## src/rtl/bitstreamer_mc.sv

```systemverilog
// Multi-channel bit-serial carrier modulator: sends a latched frame MSB-first and
// drives per-channel phase-shifted carriers into H-bridge gates with dead time.
module bitstreamer_mc #(
  parameter int unsigned NCH      = 2,
  parameter int unsigned DATALEN  = 64,
  parameter int unsigned CNTLEN   = 8,
  parameter int unsigned CLK_DIV  = 16,
  parameter int unsigned BIT_DIV  = 4,
  parameter int unsigned DEADTIME = 2
) (
  input  logic                    clk,
  input  logic                    rst,
  input  logic                    start,
  input  logic                    stop,
  input  logic                    repeat_en,
  input  logic [DATALEN-1:0]      datain,
  input  logic [CNTLEN-1:0]       nbits,
  input  logic [NCH*CNTLEN-1:0]   phase_delay,
  output logic                    busy,
  output logic                    done,
  output logic                    bitout,
  output logic [NCH-1:0]          car,
  output logic [NCH-1:0]          hi1,
  output logic [NCH-1:0]          lo1,
  output logic [NCH-1:0]          hi2,
  output logic [NCH-1:0]          lo2,
  output logic [NCH-1:0]          damp
);

  localparam int unsigned MW   = (CLK_DIV > 1) ? $clog2(CLK_DIV) : 1;
  localparam int unsigned BW   = (BIT_DIV > 1) ? $clog2(BIT_DIV) : 1;
  localparam int unsigned IW   = (DATALEN > 1) ? $clog2(DATALEN) : 1;
  localparam int unsigned DW   = (DEADTIME > 0) ? $clog2(DEADTIME + 1) : 1;
  localparam int unsigned HALF = CLK_DIV / 2;
  localparam int unsigned NG   = 4 * NCH;

  typedef enum logic {IDLE, RUN} state_t;

  state_t state, state_d;

  logic [MW-1:0]      mcnt;
  logic [BW-1:0]      bpcnt;
  logic [IW-1:0]      bidx;
  logic [DATALEN-1:0] data_sh;
  logic [IW-1:0]      last_sh;
  logic               rep_sh;
  logic [MW-1:0]      ph_sh [NCH];
  logic               stop_req;

  logic               launch;
  logic               finish;
  logic               mwrap;
  logic               period_end;
  logic               last_bit;
  logic               cur_bit;
  logic               run_bit;
  logic [NCH-1:0]     car_d;

  logic [NG-1:0]      raw_g;
  logic [NG-1:0]      gate_q;
  logic [DW-1:0]      dt_cnt [NG];

  // Carrier phase position of channel relative to the master counter, mod CLK_DIV.
  function automatic logic [MW-1:0] phase_off(input logic [MW-1:0] m, input logic [MW-1:0] p);
    logic [MW-1:0] r;
    if (m >= p) r = m - p;
    else        r = MW'(32'(m) + CLK_DIV - 32'(p));
    return r;
  endfunction

  always_ff @(posedge clk or negedge rst) begin
    if (!rst) state <= IDLE;
    else      state <= state_d;
  end

  // Next state; a stop request or the final bit without repeat ends the frame at a bit boundary.
  always_comb begin
    state_d    = state;
    launch     = 1'b0;
    finish     = 1'b0;
    mwrap      = (mcnt == MW'(CLK_DIV - 1));
    period_end = (state == RUN) && mwrap && (bpcnt == BW'(BIT_DIV - 1));
    last_bit   = (bidx == last_sh);
    case (state)
      IDLE: begin
        if (start) begin
          state_d = RUN;
          launch  = 1'b1;
        end
      end
      RUN: begin
        if (period_end && (stop_req || stop || (last_bit && !rep_sh))) begin
          state_d = IDLE;
          finish  = 1'b1;
        end
      end
      default: state_d = IDLE;
    endcase
  end

  // Shadow capture at launch and the mcnt / bit-period / bit-index counter chain.
  always_ff @(posedge clk or negedge rst) begin
    if (!rst) begin
      mcnt     <= '0;
      bpcnt    <= '0;
      bidx     <= '0;
      data_sh  <= '0;
      last_sh  <= '0;
      rep_sh   <= 1'b0;
      stop_req <= 1'b0;
      for (int k = 0; k < NCH; k++) ph_sh[k] <= '0;
    end else if (launch) begin
      mcnt     <= '0;
      bpcnt    <= '0;
      bidx     <= '0;
      data_sh  <= datain;
      rep_sh   <= repeat_en;
      stop_req <= 1'b0;
      if (nbits == '0 || 32'(nbits) > DATALEN) last_sh <= IW'(DATALEN - 1);
      else                                      last_sh <= IW'(nbits - CNTLEN'(1));
      for (int k = 0; k < NCH; k++) begin
        if (32'(phase_delay[k*CNTLEN +: CNTLEN]) >= CLK_DIV) ph_sh[k] <= MW'(CLK_DIV - 1);
        else ph_sh[k] <= MW'(phase_delay[k*CNTLEN +: CNTLEN]);
      end
    end else if (state == RUN) begin
      mcnt     <= mwrap ? '0 : mcnt + MW'(1);
      stop_req <= (stop_req || stop) && !finish;
      if (mwrap) bpcnt <= (bpcnt == BW'(BIT_DIV - 1)) ? '0 : bpcnt + BW'(1);
      if (period_end) bidx <= last_bit ? '0 : bidx + IW'(1);
    end
  end

  assign cur_bit = data_sh[IW'(DATALEN - 1) - bidx];
  assign run_bit = (state == RUN) && cur_bit;

  always_comb begin
    car_d = '0;
    for (int k = 0; k < NCH; k++)
      car_d[k] = run_bit && (phase_off(mcnt, ph_sh[k]) < MW'(HALF));
  end

  // Status and carrier outputs; damp is held inside the busy window.
  always_ff @(posedge clk or negedge rst) begin
    if (!rst) begin
      busy   <= 1'b0;
      done   <= 1'b0;
      bitout <= 1'b0;
      car    <= '0;
      damp   <= '0;
    end else begin
      busy   <= (state_d == RUN);
      done   <= finish;
      bitout <= run_bit;
      car    <= car_d;
      damp   <= {NCH{(state_d == RUN) && (state == RUN) && !cur_bit}};
    end
  end

  // Raw bridge drives ordered {lo2, hi2, lo1, hi1}; bitout doubles as bridge enable.
  assign raw_g = {car & {NCH{bitout}},
                  ~car & {NCH{bitout}},
                  ~car & {NCH{bitout}},
                  car & {NCH{bitout}}};

  // Dead-time: a gate rises once its raw drive has been high DEADTIME clocks, drops at once.
  always_ff @(posedge clk or negedge rst) begin
    if (!rst) begin
      gate_q <= '0;
      for (int g = 0; g < NG; g++) dt_cnt[g] <= '0;
    end else begin
      for (int g = 0; g < NG; g++) begin
        if (raw_g[g]) begin
          if (32'(dt_cnt[g]) < DEADTIME) dt_cnt[g] <= dt_cnt[g] + DW'(1);
          gate_q[g] <= (32'(dt_cnt[g]) + 32'd1 >= DEADTIME);
        end else begin
          dt_cnt[g] <= '0;
          gate_q[g] <= 1'b0;
        end
      end
    end
  end

  assign hi1 = gate_q[NCH-1:0];
  assign lo1 = gate_q[2*NCH-1:NCH];
  assign hi2 = gate_q[3*NCH-1:2*NCH];
  assign lo2 = gate_q[4*NCH-1:3*NCH];

endmodule

```

## config.mk

```make
export PLATFORM = sky130hd
export DESIGN_NAME = bitstreamer_mc
export DESIGN_NICKNAME = d
export VERILOG_FILES = /design/src/rtl/bitstreamer_mc.sv
export SDC_FILE = /design/constraint.sdc
export NUM_CORES = 1
export LEC_CHECK = 0
export ABC_AREA = 1
export BUFFER_PORTS_ARGS = -buffer_cell sky130_fd_sc_hd__buf_2
export CAP_MARGIN = 20
export CORE_MARGIN = 2
export CORE_UTILIZATION = 56
export DETAILED_ROUTE_END_ITERATION = 10
export PLACE_DENSITY = 0.82
export SLEW_MARGIN = 40
export SYNTH_ARGS = -nofsm -noshare
export SYNTH_HDL_FRONTEND = slang
export SYNTH_SLANG_ARGS = --single-unit
```

## constraint.sdc

```tcl
create_clock -name clk -period 2.11 [get_ports clk]
set_input_delay 0.3165 -clock clk [delete_from_list [all_inputs] [get_ports clk]]
set_output_delay 0.3165 -clock clk [all_outputs]
set_load 0.02 [all_outputs]
```

==> results.md <==
Critical path:
- The reg-to-reg endpoint is car[1]$_DFF_PN0_.
- The worst setup path is launched from a register.
- The library cell appearing most often on the critical path is sky130_fd_sc_hd__nand2_1.
- The worst-case reg-to-reg path depth is 12.
- The largest fanout on the critical path is 11.
- The startpoint of the most critical setup path is bidx[2]$_DFFE_PN0P_.
- The startpoint identified for the worst register-to-register timing path is bidx[2]$_DFFE_PN0P_.
- The data required time at the worst endpoint is 2570 ps.
- Setup slack on the worst reg-to-reg path comes out at 260 ps.
- In this design, the stage delay of the slowest critical-path cell is 540 ps.
- Walking the worst path, the cells encountered are inv_1, nor2_2, nand2_1, nand2_1, nor2_1, nand2_1, nand2_1, nor2_1, nand2_1, nand3_2, nand2_2, nor2_1.
- At the worst endpoint, the arrival time is 2310 ps.
- The category of the worst setup path capture point is a register.
- For this design, the slowest cell found on the critical path is sky130_fd_sc_hd__dfrtp_1.
- The worst setup path is of the register to register kind.

CTS:
- Once the clock tree was built, the setup fixing pass inserted 0 buffers.
- The tree is rooted in a sky130_fd_sc_hd__clkbuf_8.
- The number of buffers added by the clock tree synthesis step is 17.
- The clock tree from TritonCTS is done.
- The H-tree generated during clock tree synthesis spans 4 levels.
- In this run the deepest clock path goes through 2 buffers.
- Clock-pin slew was measured on the worst setup and hold paths at ~60 ps.
- The number of sinks on the clock net is 122.
- The clock reaches the later pin of the worst-skew pair after ~530 ps.

Flow run:
- Across the run, the number of max-cap violations was 0.

Global routing:
- The via count of the first global-routing pass was between 5k and 6k.
- The met2 global-route usage is 0.482.
- The wire length of the first global-routing pass is 24.7 mm.
- The most congested layer reported by global routing is met2.
- For met3 alone, demand over resource in global routing was 0.0699.
- For this run, the total global-route usage over all layers was measured as 0.277.
- The maximum number of pins on one net before global-route repair is 104.
- The number of antenna violations at the first check in global routing came to 0.
- For this run the aggregate overflow at the end of global routing stands at 0.
- The met1 capacity usage during global routing is 0.322.

Placement:
- During placement, the flow inserted port buffers numbering 107.
- Routability-driven placement finished with a final weighted congestion of 0.916.
- Detailed placement ended at an HPWL of ~9.7 mm.
- In this run the cell area measured after placement is 6520 um2.
- The number of instances in the placed design is 959.

Detailed routing:
- In this run, the number of DRC markers left after iteration 0 of detailed routing was 412.
- The first detailed-routing pass took 5 iterations.
- Dividing the detail-routed via count by the number of cells gives approximately 5.2.
- The vias after detailed routing is 5340.
- The post-route DRC violation count is 0.
- The remaining number of nets flagged by the antenna check after routing is 0.
- After detailed routing, the average wire length per cell comes to 14.2 um.
- For this block, the routed nets add up to 14.7 mm of wire.

Pwr:
- The maximum resistive drop on vdd is slightly below 0.9 mV.
- The leakage power figure is 3.97 nW.
- The total power per unit cell area is 1410 nW/um2.

Worst hold path:
- The worst min-delay path endpoint is data_sh[24]$_DFFE_PN0P_.
- The path class of the tightest hold or removal check is input pin to register.
- The launch point of the worst hold path is datain[24].
- The number of cells traversed by the worst hold path is 3.

Die:
- The number of core rows is 37.
- The die covers 11400 um2.
- The region available for standard cell placement spans 10300 um2.
- The die height is approximately 110 um.
- The effective utilization at floorplan is 0.575.
- The count of boundary I/O pins is 108.
- In this run the horizontal extent of the chip is 107 um.

Yosys:
- The number of nets in the synthesized netlist is 849.
- The async set-or-reset flop fraction in the synthesized netlist is 1.00.
- The dominant cell type by area after synthesis is sky130_fd_sc_hd__dfrtp_1.
- The average instance area after synthesis is 7.99 um2.
- The sequential-to-total area share from yosys stat is 0.517.
- The number of synthesized register bits is ~120.
- Counting every instance in the synthesized netlist gives 740.
- Summing every instance area after synthesis gives roughly 5900 um2.
- The number of different library cells used by synthesis comes to 36.
- The top-area cell type share of the netlist area is 0.517.
- The most used flip-flop cell after synthesis is sky130_fd_sc_hd__dfrtp_1.
- After synthesis, the cell types taking the most area are sky130_fd_sc_hd__dfrtp_1 (52%), sky130_fd_sc_hd__nand2_1 (17%), sky130_fd_sc_hd__nor2_1 (5.5%), sky130_fd_sc_hd__inv_1 (4.0%), sky130_fd_sc_hd__ha_1 (3.4%).
- The number of synthesized flops with an enable pin is 0.
- The count of yosys warnings during synthesis is 0.

STA:
- The count of final hold-check violations came to 0.
- Across all hold checks on the routed design, the worst slack comes to 12.6 ps.
- The final worst-path cycle share is 0.877.
- For this run, the top clock speed supported by timing is 0.540 GHz.
- The final total negative setup slack is 0 ps.
- The final count of negative-setup-slack endpoints is 0.
- The max-slew headroom at the worst pin is 0.695.
- Setup repair after global routing left no endpoint under its margin.
- On the final layout, the worst clock skew is roughly 7.5 ps.
- For the finished layout, the period the worst path requires is 1850 ps.
- The number of max-slew violations in the final report is 0.
- The pin slew with the least headroom to its limit is 457 ps.

Final layout:
- The count of cells in the finished layout, fillers not included, comes to 1030.
- The filler cells instantiated in the layout total 738.
- Leaving out fill and tap cells, the most frequent cell in the layout is sky130_fd_sc_hd__nand2_1.
- Registers take 3050 um2.
- The library cells used most frequently in the layout, excluding fill and tap cells, are sky130_fd_sc_hd__nand2_1 (273), sky130_fd_sc_hd__dfrtp_1 (122), sky130_fd_sc_hd__buf_2 (106).
- The antenna diode count is 0.
- The area growth from synthesis to layout is 28.3%.
- Of the cells placed in the final design, the portion with a size suffix greater than 1 is 0.187.
- The final net count is 990.
- After routing the design area is 7580 um2.
- Summing all multi-input logic gate instances after layout gives 2390 um2.

Status:
- The run finished with clean final reports.
[worst max-delay path by stage]
stage                           to  slack, ps  cells after the start
5_1_grt           car[1]$_DFF_PN0_         60                     12
3_5_place_dp      car[1]$_DFF_PN0_        290                     12
4_1_cts           car[1]$_DFF_PN0_        290                     12
2_1_floorplan  bidx[5]$_DFFE_PN0P_        610                      8
6_report          car[1]$_DFF_PN0_        260                     12
3_3_place_gp      car[1]$_DFF_PN0_        410                     12
[where the power goes]
part	switching, W	internal [W]
clock network	0.00108	0.00220
registers	0.000676	0.00329
logic	0.00211	0.00133
total	0.00386	0.00681
[cells in the mapped netlist (2+ instances only)]
| cell | instances |
|---|---|
| sky130_fd_sc_hd__a21oi_1 | 15 |
| sky130_fd_sc_hd__buf_4 | 6 |
| sky130_fd_sc_hd__ha_1 | 16 |
| sky130_fd_sc_hd__nor2_2 | 3 |
| sky130_fd_sc_hd__or2_2 | 2 |
| sky130_fd_sc_hd__buf_1 | 3 |
| sky130_fd_sc_hd__nand2_2 | 6 |
| sky130_fd_sc_hd__xnor2_1 | 2 |
| sky130_fd_sc_hd__nand2_1 | 273 |
| sky130_fd_sc_hd__or4_1 | 2 |
| sky130_fd_sc_hd__clkbuf_1 | 5 |
| sky130_fd_sc_hd__nor3_1 | 10 |
| sky130_fd_sc_hd__nand3_2 | 4 |
| sky130_fd_sc_hd__o21ai_1 | 8 |
| sky130_fd_sc_hd__o211ai_1 | 4 |
| sky130_fd_sc_hd__o21ai_0 | 39 |
| sky130_fd_sc_hd__buf_6 | 6 |
| sky130_fd_sc_hd__nor2_1 | 86 |
| sky130_fd_sc_hd__inv_1 | 63 |
| sky130_fd_sc_hd__dfrtp_1 | 122 |
| sky130_fd_sc_hd__buf_2 | 12 |
| sky130_fd_sc_hd__nand3_1 | 33 |
| sky130_fd_sc_hd__xor2_1 | 7 |
[sequential cells by signal, indices dropped and copies added, names as in the netlist, 2 cells and up]
signal   count
bidx         6
bpcnt        2
car          2
data_sh     64
dt_cnt      16
gate_q       8
last_sh      6
mcnt         4
ph_sh        8
[critical path, delay by kind of cell (launching register included)]
| family | cells | cell delay (ps) |
|---|---|---|
| flip-flops | 1 | 540 |
| buffers and inverters | 1 | 300 |
| AND/OR/NAND/NOR | 11 | 940 |
[cell families (layout without fill, tap and decap cells)]
group | Yosys count | count (layout) | share of synthesized area
buffers and inverters | 98 | 252 | 0.0794
XOR/XNOR | 9 | 9 | 0.0133
AND/OR/NAND/NOR | 421 | 421 | 0.287
AO/OA/AOI/OAI | 74 | 74 | 0.0694
flip-flops | 122 | 122 | 0.517
adder cells (fa/ha/maj) | 16 | 16 | 0.0339
[layer usage]
metal,share of wire,routed length (um),vias to the layer above
li1,-,-,2596
met1,0.41,5980,2513
met2,0.50,7400,183
met3,0.052,762,48
met4,0.035,515,0
met5,0,0,-
[area by class of cell]
class | instances | share of cell area
inverter | 65 | 0.0332
tap | 136 | 0.0224
sequential | 122 | 0.403
clock buffer | 18 | 0.0564
timing repair buffer | 155 | 0.138
multi-input combinational | 520 | 0.316
clock inverter | 14 | 0.0320
[through the flow]
step | setup WS (ps) | utilization | power [W]
2_1_floorplan | 613 | - | 0.00640
3_3_place_gp | 407 | 0.635 | 0.00704
3_5_place_dp | 295 | 0.635 | 0.00726
4_1_cts | 287 | 0.738 | 0.0107
5_1_grt | 64.3 | 0.738 | 0.0114
6_report | 259 | 0.738 | 0.0107
[what timing repair did]
item | in CTS | in global routing
hold buffers | 39 | 0
resized for setup | 0 | 0
hold endpoints to repair | 68 | 0
endpoints found under the setup margin | 0 | 0
Power figures use the tool's default switching activity.
